--- config.mk ---
export PLATFORM = sky130hd
export DESIGN_NAME = fifo_frame_reader_flat
export DESIGN_NICKNAME = d
export VERILOG_FILES = /design/src/rtl/fifo_rd_pkg.sv /design/src/rtl/fifo_frame_reader_if.sv /design/src/rtl/fifo_frame_reader_out_reg.sv /design/src/rtl/fifo_frame_reader.sv /design/src/flat_wrapper.sv
export SDC_FILE = /design/constraint.sdc
export NUM_CORES = 1
export LEC_CHECK = 0
export CAP_MARGIN = 5
export CORE_MARGIN = 2
export CORE_UTILIZATION = 40
export DETAILED_ROUTE_END_ITERATION = 16
export PLACE_DENSITY = 0.69
export SLEW_MARGIN = 20
export SYNTH_ARGS = -nofsm -noshare
export SYNTH_HDL_FRONTEND = slang
export SYNTH_SLANG_ARGS = --single-unit
--- constraint.sdc ---
create_clock -name rd_clk -period 1.9 [get_ports rd_clk]
set_clock_uncertainty 0.05 [all_clocks]
set_input_delay 0.475 -clock rd_clk [delete_from_list [all_inputs] [get_ports rd_clk]]
set_output_delay 0.475 -clock rd_clk [all_outputs]
set_load 0.01 [all_outputs]
--- src/rtl/fifo_rd_pkg.sv ---
// Shared definitions for the read side of the prefetch FIFO: state encoding,
// default widths and a small counter-sizing helper.
package fifo_rd_pkg;

   localparam int FIFO_DATA_WIDTH = 8;
   localparam int FIFO_LEN_WIDTH  = 10;

   typedef enum logic [1:0] {
      ST_IDLE  = 2'd0,
      ST_RUN   = 2'd1,
      ST_DRAIN = 2'd2,
      ST_FLUSH = 2'd3
   } state_t;

   // Bits needed to hold the values 0..maxval, never less than one.
   function automatic int ctr_width(input int maxval);
      int w;
      w = $clog2(maxval + 1);
      return (w < 1) ? 1 : w;
   endfunction

endpackage

--- src/rtl/fifo_frame_reader_if.sv ---
// Handshake bundles of the frame reader: the show-ahead FIFO read port and the
// framed valid/ready output stream.
interface fifo_rd_if
   import fifo_rd_pkg::*;
   #(parameter int DATA_WIDTH = FIFO_DATA_WIDTH);

   logic                  fifo_rd_en;
   logic                  fifo_rd_vld;
   logic [DATA_WIDTH-1:0] fifo_rd_data;

   modport master (output fifo_rd_en, input fifo_rd_vld, input fifo_rd_data);
   modport slave  (input fifo_rd_en, output fifo_rd_vld, output fifo_rd_data);

endinterface

interface frame_stream_if
   import fifo_rd_pkg::*;
   #(parameter int DATA_WIDTH = FIFO_DATA_WIDTH);

   logic [DATA_WIDTH-1:0] out_data;
   logic                  out_vld;
   logic                  out_rdy;
   logic                  out_sof;
   logic                  out_eof;

   modport master (output out_data, output out_vld, output out_sof, output out_eof,
                   input out_rdy);
   modport slave  (input out_data, input out_vld, input out_sof, input out_eof,
                   output out_rdy);

endinterface

--- src/rtl/fifo_frame_reader_out_reg.sv ---
// Single-entry output holding register for a framed valid/ready stream; the
// source may only load it when it is empty or being drained this cycle.
module frame_out_reg
   import fifo_rd_pkg::*;
   #(parameter int DATA_WIDTH = FIFO_DATA_WIDTH)
   (
   input  logic                  clk,
   input  logic                  rst,
   input  logic                  load_i,
   input  logic [DATA_WIDTH-1:0] data_i,
   input  logic                  sof_i,
   input  logic                  eof_i,
   frame_stream_if.master        st
   );

   logic [DATA_WIDTH-1:0] data_q;
   logic                  vld_q;
   logic                  sof_q;
   logic                  eof_q;

   always_ff @(posedge clk or posedge rst) begin
      if (rst) begin
         data_q <= '0;
         vld_q  <= 1'b0;
         sof_q  <= 1'b0;
         eof_q  <= 1'b0;
      end else if (load_i) begin
         data_q <= data_i;
         vld_q  <= 1'b1;
         sof_q  <= sof_i;
         eof_q  <= eof_i;
      end else if (vld_q && st.out_rdy) begin
         vld_q  <= 1'b0;
         sof_q  <= 1'b0;
         eof_q  <= 1'b0;
      end
   end

   assign st.out_data = data_q;
   assign st.out_vld  = vld_q;
   assign st.out_sof  = sof_q;
   assign st.out_eof  = eof_q;

endmodule

--- src/rtl/fifo_frame_reader.sv ---
// Read-side consumer of the show-ahead FIFO: pops one frame per start request
// into a framed output stream, drains the FIFO on flush, aborts on starvation.
module fifo_frame_reader
   import fifo_rd_pkg::*;
   #(
   parameter int DATA_WIDTH     = FIFO_DATA_WIDTH,
   parameter int LEN_WIDTH      = FIFO_LEN_WIDTH,
   parameter int TIMEOUT_CYCLES = 4096
   )
   (
   input  logic                 rd_clk,
   input  logic                 rd_rst,
   input  logic                 start,
   input  logic                 flush,
   input  logic [LEN_WIDTH-1:0] frame_len,
   fifo_rd_if.master            fifo,
   frame_stream_if.master       st,
   output logic                 busy,
   output logic                 done,
   output logic                 timeout_err
   );

   localparam int             TW     = ctr_width(TIMEOUT_CYCLES);
   localparam logic [TW-1:0]  T_LAST = TW'(TIMEOUT_CYCLES - 1);
   localparam logic [TW-1:0]  T_MAX  = TW'(TIMEOUT_CYCLES);

   state_t               state_q;
   logic [LEN_WIDTH-1:0] remaining_q;
   logic [TW-1:0]        starve_q;
   logic                 first_q;
   logic                 abort_q;
   logic                 done_q;
   logic                 terr_q;

   logic can_take;
   logic pop;
   logic drop;
   logic eof_d;

   assign can_take = ~st.out_vld | st.out_rdy;
   assign pop      = fifo.fifo_rd_vld & (state_q == ST_RUN) & (remaining_q != '0) & can_take;
   assign drop     = fifo.fifo_rd_vld & (state_q == ST_FLUSH);
   assign eof_d    = (remaining_q == LEN_WIDTH'(1));

   assign fifo.fifo_rd_en = pop | drop;

   always_ff @(posedge rd_clk or posedge rd_rst) begin
      if (rd_rst) begin
         state_q     <= ST_IDLE;
         remaining_q <= '0;
         starve_q    <= '0;
         first_q     <= 1'b0;
         abort_q     <= 1'b0;
         done_q      <= 1'b0;
         terr_q      <= 1'b0;
      end else begin
         done_q <= 1'b0;
         terr_q <= 1'b0;
         case (state_q)
            ST_IDLE: begin
               // start takes priority over a simultaneous flush
               if (start) begin
                  if (frame_len != '0) begin
                     remaining_q <= frame_len;
                     starve_q    <= '0;
                     first_q     <= 1'b1;
                     abort_q     <= 1'b0;
                     state_q     <= ST_RUN;
                  end else begin
                     done_q <= 1'b1;
                  end
               end else if (flush) begin
                  state_q <= ST_FLUSH;
               end
            end
            ST_RUN: begin
               if (pop) begin
                  remaining_q <= remaining_q - LEN_WIDTH'(1);
                  first_q     <= 1'b0;
                  starve_q    <= '0;
                  if (eof_d) state_q <= ST_DRAIN;
               end else if (starve_q == T_LAST) begin
                  starve_q <= T_MAX;
                  abort_q  <= 1'b1;
                  state_q  <= ST_DRAIN;
               end else begin
                  starve_q <= starve_q + TW'(1);
               end
            end
            ST_DRAIN: begin
               if (can_take) begin
                  state_q <= ST_IDLE;
                  if (abort_q) terr_q <= 1'b1;
                  else         done_q <= 1'b1;
               end
            end
            ST_FLUSH: begin
               if (!fifo.fifo_rd_vld) begin
                  state_q <= ST_IDLE;
                  done_q  <= 1'b1;
               end
            end
            default: state_q <= ST_IDLE;
         endcase
      end
   end

   frame_out_reg #(.DATA_WIDTH(DATA_WIDTH)) u_out_reg (
      .clk    (rd_clk),
      .rst    (rd_rst),
      .load_i (pop),
      .data_i (fifo.fifo_rd_data),
      .sof_i  (first_q),
      .eof_i  (eof_d),
      .st     (st)
   );

   assign busy        = (state_q != ST_IDLE);
   assign done        = done_q;
   assign timeout_err = terr_q;

endmodule

--- src/flat_wrapper.sv ---
// flat-port wrapper written by rule: the top's interface ports become plain ports
module fifo_frame_reader_flat import fifo_rd_pkg::*;
#(
   parameter int DATA_WIDTH     = FIFO_DATA_WIDTH,
   parameter int LEN_WIDTH      = FIFO_LEN_WIDTH,
   parameter int TIMEOUT_CYCLES = 4096
   )
  (rd_clk, rd_rst, start, flush, frame_len, busy, done, timeout_err, fifo_fifo_rd_en, fifo_fifo_rd_vld, fifo_fifo_rd_data, st_out_data, st_out_vld, st_out_sof, st_out_eof, st_out_rdy);
  fifo_rd_if #(.DATA_WIDTH(DATA_WIDTH)) fifo_i ();
  frame_stream_if #(.DATA_WIDTH(DATA_WIDTH)) st_i ();
  input  logic rd_clk;
  input  logic rd_rst;
  input  logic start;
  input  logic flush;
  input  logic [LEN_WIDTH-1:0] frame_len;
  output logic busy;
  output logic done;
  output logic timeout_err;
  output wire logic [$bits(fifo_i.fifo_rd_en)-1:0] fifo_fifo_rd_en;
  input wire logic [$bits(fifo_i.fifo_rd_vld)-1:0] fifo_fifo_rd_vld;
  input wire logic [$bits(fifo_i.fifo_rd_data)-1:0] fifo_fifo_rd_data;
  output wire logic [$bits(st_i.out_data)-1:0] st_out_data;
  output wire logic [$bits(st_i.out_vld)-1:0] st_out_vld;
  output wire logic [$bits(st_i.out_sof)-1:0] st_out_sof;
  output wire logic [$bits(st_i.out_eof)-1:0] st_out_eof;
  input wire logic [$bits(st_i.out_rdy)-1:0] st_out_rdy;
  assign fifo_fifo_rd_en = fifo_i.fifo_rd_en;
  assign fifo_i.fifo_rd_vld = fifo_fifo_rd_vld;
  assign fifo_i.fifo_rd_data = fifo_fifo_rd_data;
  assign st_out_data = st_i.out_data;
  assign st_out_vld = st_i.out_vld;
  assign st_out_sof = st_i.out_sof;
  assign st_out_eof = st_i.out_eof;
  assign st_i.out_rdy = st_out_rdy;
  fifo_frame_reader #(.DATA_WIDTH(DATA_WIDTH), .LEN_WIDTH(LEN_WIDTH), .TIMEOUT_CYCLES(TIMEOUT_CYCLES)) u_core (.rd_clk(rd_clk), .rd_rst(rd_rst), .start(start), .flush(flush), .frame_len(frame_len), .fifo(fifo_i), .st(st_i), .busy(busy), .done(done), .timeout_err(timeout_err));
endmodule
==> results of run 1 <==
worst min path at each step:
stage                                                      from                                     endpoint  slack, ps  depth (start not counted)
floorplan                            u_core.first_q$_DFFE_PP0P_                   u_core.first_q$_DFFE_PP0P_        400                          1
global placement    u_core.u_out_reg.st.out_data[5]$_DFFE_PP0P_  u_core.u_out_reg.st.out_data[5]$_DFFE_PP0P_        410                          2
detailed placement  u_core.u_out_reg.st.out_data[1]$_DFFE_PP0P_  u_core.u_out_reg.st.out_data[1]$_DFFE_PP0P_        410                          2
CTS                 u_core.u_out_reg.st.out_data[1]$_DFFE_PP0P_  u_core.u_out_reg.st.out_data[1]$_DFFE_PP0P_        430                          2
global route        u_core.u_out_reg.st.out_data[2]$_DFFE_PP0P_  u_core.u_out_reg.st.out_data[2]$_DFFE_PP0P_        470                          2
finish              u_core.u_out_reg.st.out_data[1]$_DFFE_PP0P_  u_core.u_out_reg.st.out_data[1]$_DFFE_PP0P_        430                          2
layout make-up:
cell class              instances  area share, %
well taps                      72           2.69
inverters                      15           1.68
clock buffers                   6           2.47
multi-input cells             178           37.0
repair buffers                102           25.8
clock inverters                 2          0.411
flip-flops and latches         40           29.9
critical path: stages, from the launching register on:
cell	delay [ps]
dfrtp_1	420
nor4_4	400
a311oi_4	140
a21o_1	190
buf_6	120
flip-flops by register name, indices dropped and copies added (netlist names):
signal                        count
u_core.u_out_reg.st.out_eof       1
u_core.state_q                    2
u_core.u_out_reg.st.out_sof       1
u_core.u_out_reg.st.out_vld       1
u_core.remaining_q               10
u_core.timeout_err                1
u_core.first_q                    1
u_core.done                       1
u_core.u_out_reg.st.out_data      8
u_core.starve_q                  13
u_core.abort_q                    1
synth_stat cells (all sizes together) (2+ instances only):
cell	number
o21ai	17
a21oi	8
nand2	37
nor4	7
or4	6
o2bb2ai	7
ha	4
a31o	2
nand4	6
buf	6
a21o	2
a22o	5
nor2	8
nor2b	2
nand3	6
o211ai	2
or3	5
a31oi	8
inv	15
o22ai	7
nor3	9
dfrtp	40
a311o	3
a311oi	2
or2	5
clkbuf	8
mux2	2
metrics by stage:
stage,hold slack (ps),total power [uW]
after floorplan,400,2730
after detailed placement,412,3880
after CTS,433,4550
after global routing,468,5030
final,429,4680
after global placement,411,3860
routing by layer:
layer  routed length [microns]  global-route usage (%)  share of wire (%)
met1                      2850                    28.2                 47
met2                      2850                    32.9                 47
met3                       221                    4.55                3.6
met4                       133                    7.59                2.2
met5                         0                       0                  0
what timing repair did:
| action | 4_1_cts | 5_1_grt |
|---|---|---|
| pin swaps | 8 | 4 |
| endpoints found under the setup margin | 38 | 28 |
| gates resized for setup | 29 | 14 |
| buffers inserted | 4 | 3 |
power groups by stage:
stage	sequential, uW	combinational [uW]	clock [uW]
4_1_cts	1330	2600	627
3_3_place_gp	1340	2520	0
5_1_grt	1360	2990	670
3_5_place_dp	1340	2540	0
6_report	1330	2740	614
2_1_floorplan	1430	1300	0
kinds of logic after synthesis:
logic type | Yosys count
buffers and inverters | 29
DFF | 40
and+or+nand+nor | 98
xor gates and xnor gates | 2
AOI/OAI and AO/OA | 71
adders and majority gates | 4
muxes | 3
layout by cell type, fill, tap and decap left out, types with 4 or more instances in the layout:
cell,instances
or2_2,4
o21ai_0,15
buf_4,61
dfrtp_1,40
nand3_1,5
nor2_1,7
clkdlybuf4s50_1,24
nor4_4,4
o2bb2ai_1,7
dlygate4sd2_1,11
o22ai_1,7
a31oi_1,7
inv_1,15
clkbuf_8,6
or4_1,4
nand2_1,36
nand4_1,6
a22o_1,4
a21oi_1,8
nor3_1,8
or3_1,4
==> impl_results.md, run 1 <==
* Leakage dissipation at 0.00147 uW
* Worst skew pair latency at 300 ps
* Detailed Routing Iterations Pass 1 at 4
* Max_cap viols at 0
* Relative slew margins at 76.8%
* Final period utilization at 110%
* Clock Path Buffers at 2
* N_diodes at 0
* Dpl hpwl at 4360 microns
* Share of layout cells above drive strength 1 at 30.6%
* Crit path from: u_core.remaining_q[9]$_DFFE_PP0P_
* Max-slew violations at 0
* CP max FO at 2
* Worst setup SP type: flip-flop
* Clock root cell: clkbuf_8
* Htree depth at 2
* Post-synthesis simple-gate area fraction at 23.3%
* Synth Area in Compound Gates at 22.6%
* Final Hold Fails at 0
* Hold_buf cts at 0
* Setup slack, reg-to-reg at -120 ps
* I/O Buffers at 38
* Detailed Route WL at 6060 microns
* Setup WS post-layout at -196 ps
* Mapped Avg Cell Area at 9.10 sq um
* XOR/XNOR share of the synthesized area at 0.779%
* Final core utilization at 61.2%
* Clock power share at 13.1%
* Ys flop type: dfrtp_1
* Pwr dens at 1400 nW/um^2
* Synth Warn # at 0
* Crit path to: fifo_fifo_rd_en
* Reg-to-reg endpoint: u_core.state_q[0]$_DFFE_PP0P_
* Async S/R FF share, synth at 100%
* Seq/Total Area, Yosys at 44.5%
* Final Critical Period at 2100 ps
* Io pins at 39
* Post-Synth Adder-Cell Area at 2.23%
* Placer Congestion at 0.852
* Residual DRC count at 0
* Hold Crit Class: reg -> reg
* Number of global-route vias before repair at 2202
* Global route total overflow at 0
* Setup TNS at -804 ps
* Remaining antenna violation count at 0
* Post-placement cell area at 3120 sq um
* CTS sink count at 40
* Dpl cells at 401
* Drt via density at 5.44
* Sw Pwr at 1830 uW
* Reg area at 1000 sq um
* CTS tree: done
* Status: finished, violations left
* Yosys top cell area share at 44.5%
* WL per Instance at 14.6 microns
* Maximum clock rate at 0.477 GHz
* Fin area at 3350 sq um
* Synthesized instance count at 247
* Initial antenna violation count at 0
* Fillers at 485
* Clock transition at path regs at 80 ps
* Die X at 79.0 microns
* Area of the multi-input gates at 1240 sq um
* Failing checks: negative setup slack
* Synth cell types at 52
* Worst vdd ir at 0.832 mV
* Die Span Y at 79.0 microns
* Post-synth EDFFs at 0
* Sw Ratio at 39.2%
* Area Overhead vs Synth at 49.0%
* Mux contribution to synthesized area at 1.45%
* DR iter-0 viols at 130
* Post-route insts no fill at 415
* Global Route Usage Sum at 20.8%
* First-pass GRT wire length at 10200 microns
* Cts bufs inserted at 5
* Nets at 370
* Crit path kind: reg -> out
* RR Startpoint: u_core.remaining_q[9]$_DFFE_PP0P_
* Slew @ Worst Pin at 346 ps
* Initial Util at 41.1%
* Largest net degree at the start of global routing at 41
* Mapped Area at 2250 sq um
* CP endpoint kind: primary output
* Area leader, netlist: dfrtp_1
* Syn_nets at 275
* Most area-consuming cells after synthesis: dfrtp_1, nand2_1, o21ai_0
* Yosys reg bits at 40
* Sequential share of power at 28.3%
* Logic pwr share at 58.5%
* Internal Power at 2850 uW
* FF-to-FF path depth at 5
* Via count at 2258
* Combinational family with the most area after synthesis: simple AND/OR/NAND/NOR gates
* Critical Path RT at 1370 ps
* DP Worst Slack at -699 ps
* Setup Viol. Count Final at 10
* Core Rows at 27
* RSZ-0062 raised after global routing: yes
* Crit path DAT at 1570 ps
* Core area at 5470 sq um
* Die footprint at 6240 sq um
Power figures use the tool's default switching activity.
==> run 2, diff against run 1 <==
- TNS_END_PERCENT: unset -> 5
==> run 2 against run 1 <==
The run still ends with negative setup slack left. Cell count increased by 0.96%. Via count rose by 0.58%. Worst setup slack improved by 41 ps. Largest power group unchanged. Power is 7.8% higher. Register-to-register slack gained 30 ps. Maximum frequency increased by 2.0%. Flip-flop and latch count unchanged. Critical endpoint unchanged. Largest cell class unchanged. Non-clock buffer count grew 4.
==> impl_results.md, run 2 (same netlist as run 1, synthesis figures left out) <==
* Status: finished, violations left
* Failing checks: negative setup slack
* RSZ-0062 raised after global routing: yes
* Clock root cell: clkbuf_8
* Clock Path Buffers at 2
* CP endpoint kind: primary output
* Die X at 79.0 microns
* Hold Crit Class: reg -> reg
* Drt via density at 5.42
* Io pins at 39
* Critical-path top delay cell: dfrtp_1
* DP Worst Slack at -615 ps
* Most flops, register: u_core.starve_q
* Post-layout power at 5050 uW
* Leakage dissipation at 0.00151 uW
* Reg-to-reg endpoint: u_core.remaining_q[9]$_DFFE_PP0P_
* Via count at 2271
* WL per Instance at 14.9 microns
* CTS tree: done
* Internal Power at 3210 uW
* Cts bufs inserted at 5
* Final period utilization at 108%
* Hold wc startpoint: u_core.u_out_reg.st.out_data[5]$_DFFE_PP0P_
* Detailed Route WL at 6220 microns
* Placer Congestion at 0.863
* Max_cap viols at 0
* Die footprint at 6240 sq um
* Setup slack, reg-to-reg at -90 ps
* CP max FO at 2
* Crit-path max cell delay at 410 ps
* Setup WS post-layout at -154 ps
* CTS sink count at 40
* Clock transition at path regs at 80 ps
* Worst setup SP type: flip-flop
* Initial antenna violation count at 0
* DR iter-0 viols at 196
* Global route total overflow at 0
* Dpl cells at 410
* Relative slew margins at 69.2%
* N_diodes at 0
* Critical Path RT at 1370 ps
* Area Overhead vs Synth at 52.3%
* Sequential share of power at 26.7%
* Slew @ Worst Pin at 456 ps
* Fin area at 3420 sq um
* Core area at 5470 sq um
* Crit path DAT at 1530 ps
* Htree depth at 2
* Sw Ratio at 36.5%
* Nets at 374
* Hold path depth at 2
* Most frequent cells in the layout: buf_4, dfrtp_1, nand2_1
* Share of layout cells above drive strength 1 at 30.5%
* Setup Viol. Count Final at 10
* Post-placement cell area at 3180 sq um
* Worst-path cell chain: nor4_4 -> buf_4 -> a311oi_4 -> a21o_1 -> buf_2
* Number of global-route vias before repair at 2376
* Logic pwr share at 54.1%
* RR Startpoint: u_core.remaining_q[4]$_DFFE_PP0P_
* Global Route Usage Sum at 21.4%
* Clock power share at 19.2%
* FF-to-FF path depth at 5
* Remaining antenna violation count at 0
* Crit path kind: reg -> out
* First-pass GRT wire length at 10600 microns
* Dpl hpwl at 4470 microns
* Detailed Routing Iterations Pass 1 at 6
* Buf/Inv on CP at 2
* Final Critical Period at 2050 ps
* Sw Pwr at 1840 uW
* Most common cell after layout, fill and taps aside: buf_4
* Residual DRC count at 0
* Max FFs per register at 13
* Maximum clock rate at 0.487 GHz
* Largest net degree at the start of global routing at 41
* Core Rows at 27
* Final Hold Fails at 0
* Pwr dens at 1470 nW/um^2
* Die Span Y at 79.0 microns
* Initial Util at 41.1%
* Worst skew pair latency at 290 ps
* I/O Buffers at 38
* Delay-heaviest family, CP: flip-flops
* Max-slew violations at 0
* Worst vdd ir at 0.938 mV
* Post-route insts no fill at 419
* WHS Endpoint: u_core.u_out_reg.st.out_data[5]$_DFFE_PP0P_
* Final hold slack at 429 ps
-- run 2: power groups by stage --
stage	Combinational, uW	Clock, uW	Sequential [uW]
after floorplan	1300	0	1420
after global placement	2530	0	1350
after detailed placement	2560	0	1350
after CTS	2640	983	1340
after global routing	2980	1020	1380
final	2730	968	1350
-- run 2: what timing repair did --
action | CTS | global route
resized for setup | 28 | 13
pin swaps | 7 | 6
setup buffers | 2 | 0
hold buffers | 0 | 0
endpoints found under the setup margin | 38 | 37
-- run 2: routing by layer --
| layer | GRT usage [%] | part of all wire, % | vias up |
|---|---|---|---|
| met5 | 0 | 0 | - |
| met4 | 8.62 | 2.6 | 0 |
| met3 | 3.86 | 4.9 | 20 |
| met2 | 35.4 | 47 | 94 |
| met1 | 27.6 | 45 | 1047 |
| li1 | - | - | 1110 |
-- run 2: worst max path at each step --
| stage | startpoint | end | slack [ps] | cells past startpoint |
|---|---|---|---|---|
| after global placement | fifo_fifo_rd_vld | fifo_fifo_rd_en | -580 | 5 |
| after floorplan | u_core.state_q[1]$_DFFE_PP0P_ | fifo_fifo_rd_en | -10 | 5 |
| after detailed placement | fifo_fifo_rd_vld | fifo_fifo_rd_en | -610 | 5 |
| after global routing | u_core.remaining_q[8]$_DFFE_PP0P_ | fifo_fifo_rd_en | -230 | 4 |
| after CTS | u_core.remaining_q[7]$_DFFE_PP0P_ | fifo_fifo_rd_en | -160 | 5 |
| final | u_core.remaining_q[7]$_DFFE_PP0P_ | fifo_fifo_rd_en | -150 | 5 |
-- run 2: metrics by stage --
stage | utilization [%] | setup TNS, ps
after floorplan | - | -15.5
after global placement | 58.2 | -13760
after detailed placement | 58.2 | -14750
after CTS | 61.8 | -416
after global routing | 62.6 | -2280
final | 62.6 | -470
-- run 2: tightest hold or removal path: stages, from the launching register on --
cell and delay, ps:
dfrtp_1 350, nand2_1 50, nand2_1 50
-- run 2: final cells by class --
class	instances	area [sq um]
Multi-Input combinational cell	178	1210
Tap cell	72	90.1
Clock buffer	5	68.8
Inverter	15	56.3
Clock inverter	3	90.1
Timing Repair Buffer	106	906
Fill cell	465	2050
Sequential cell	40	1000
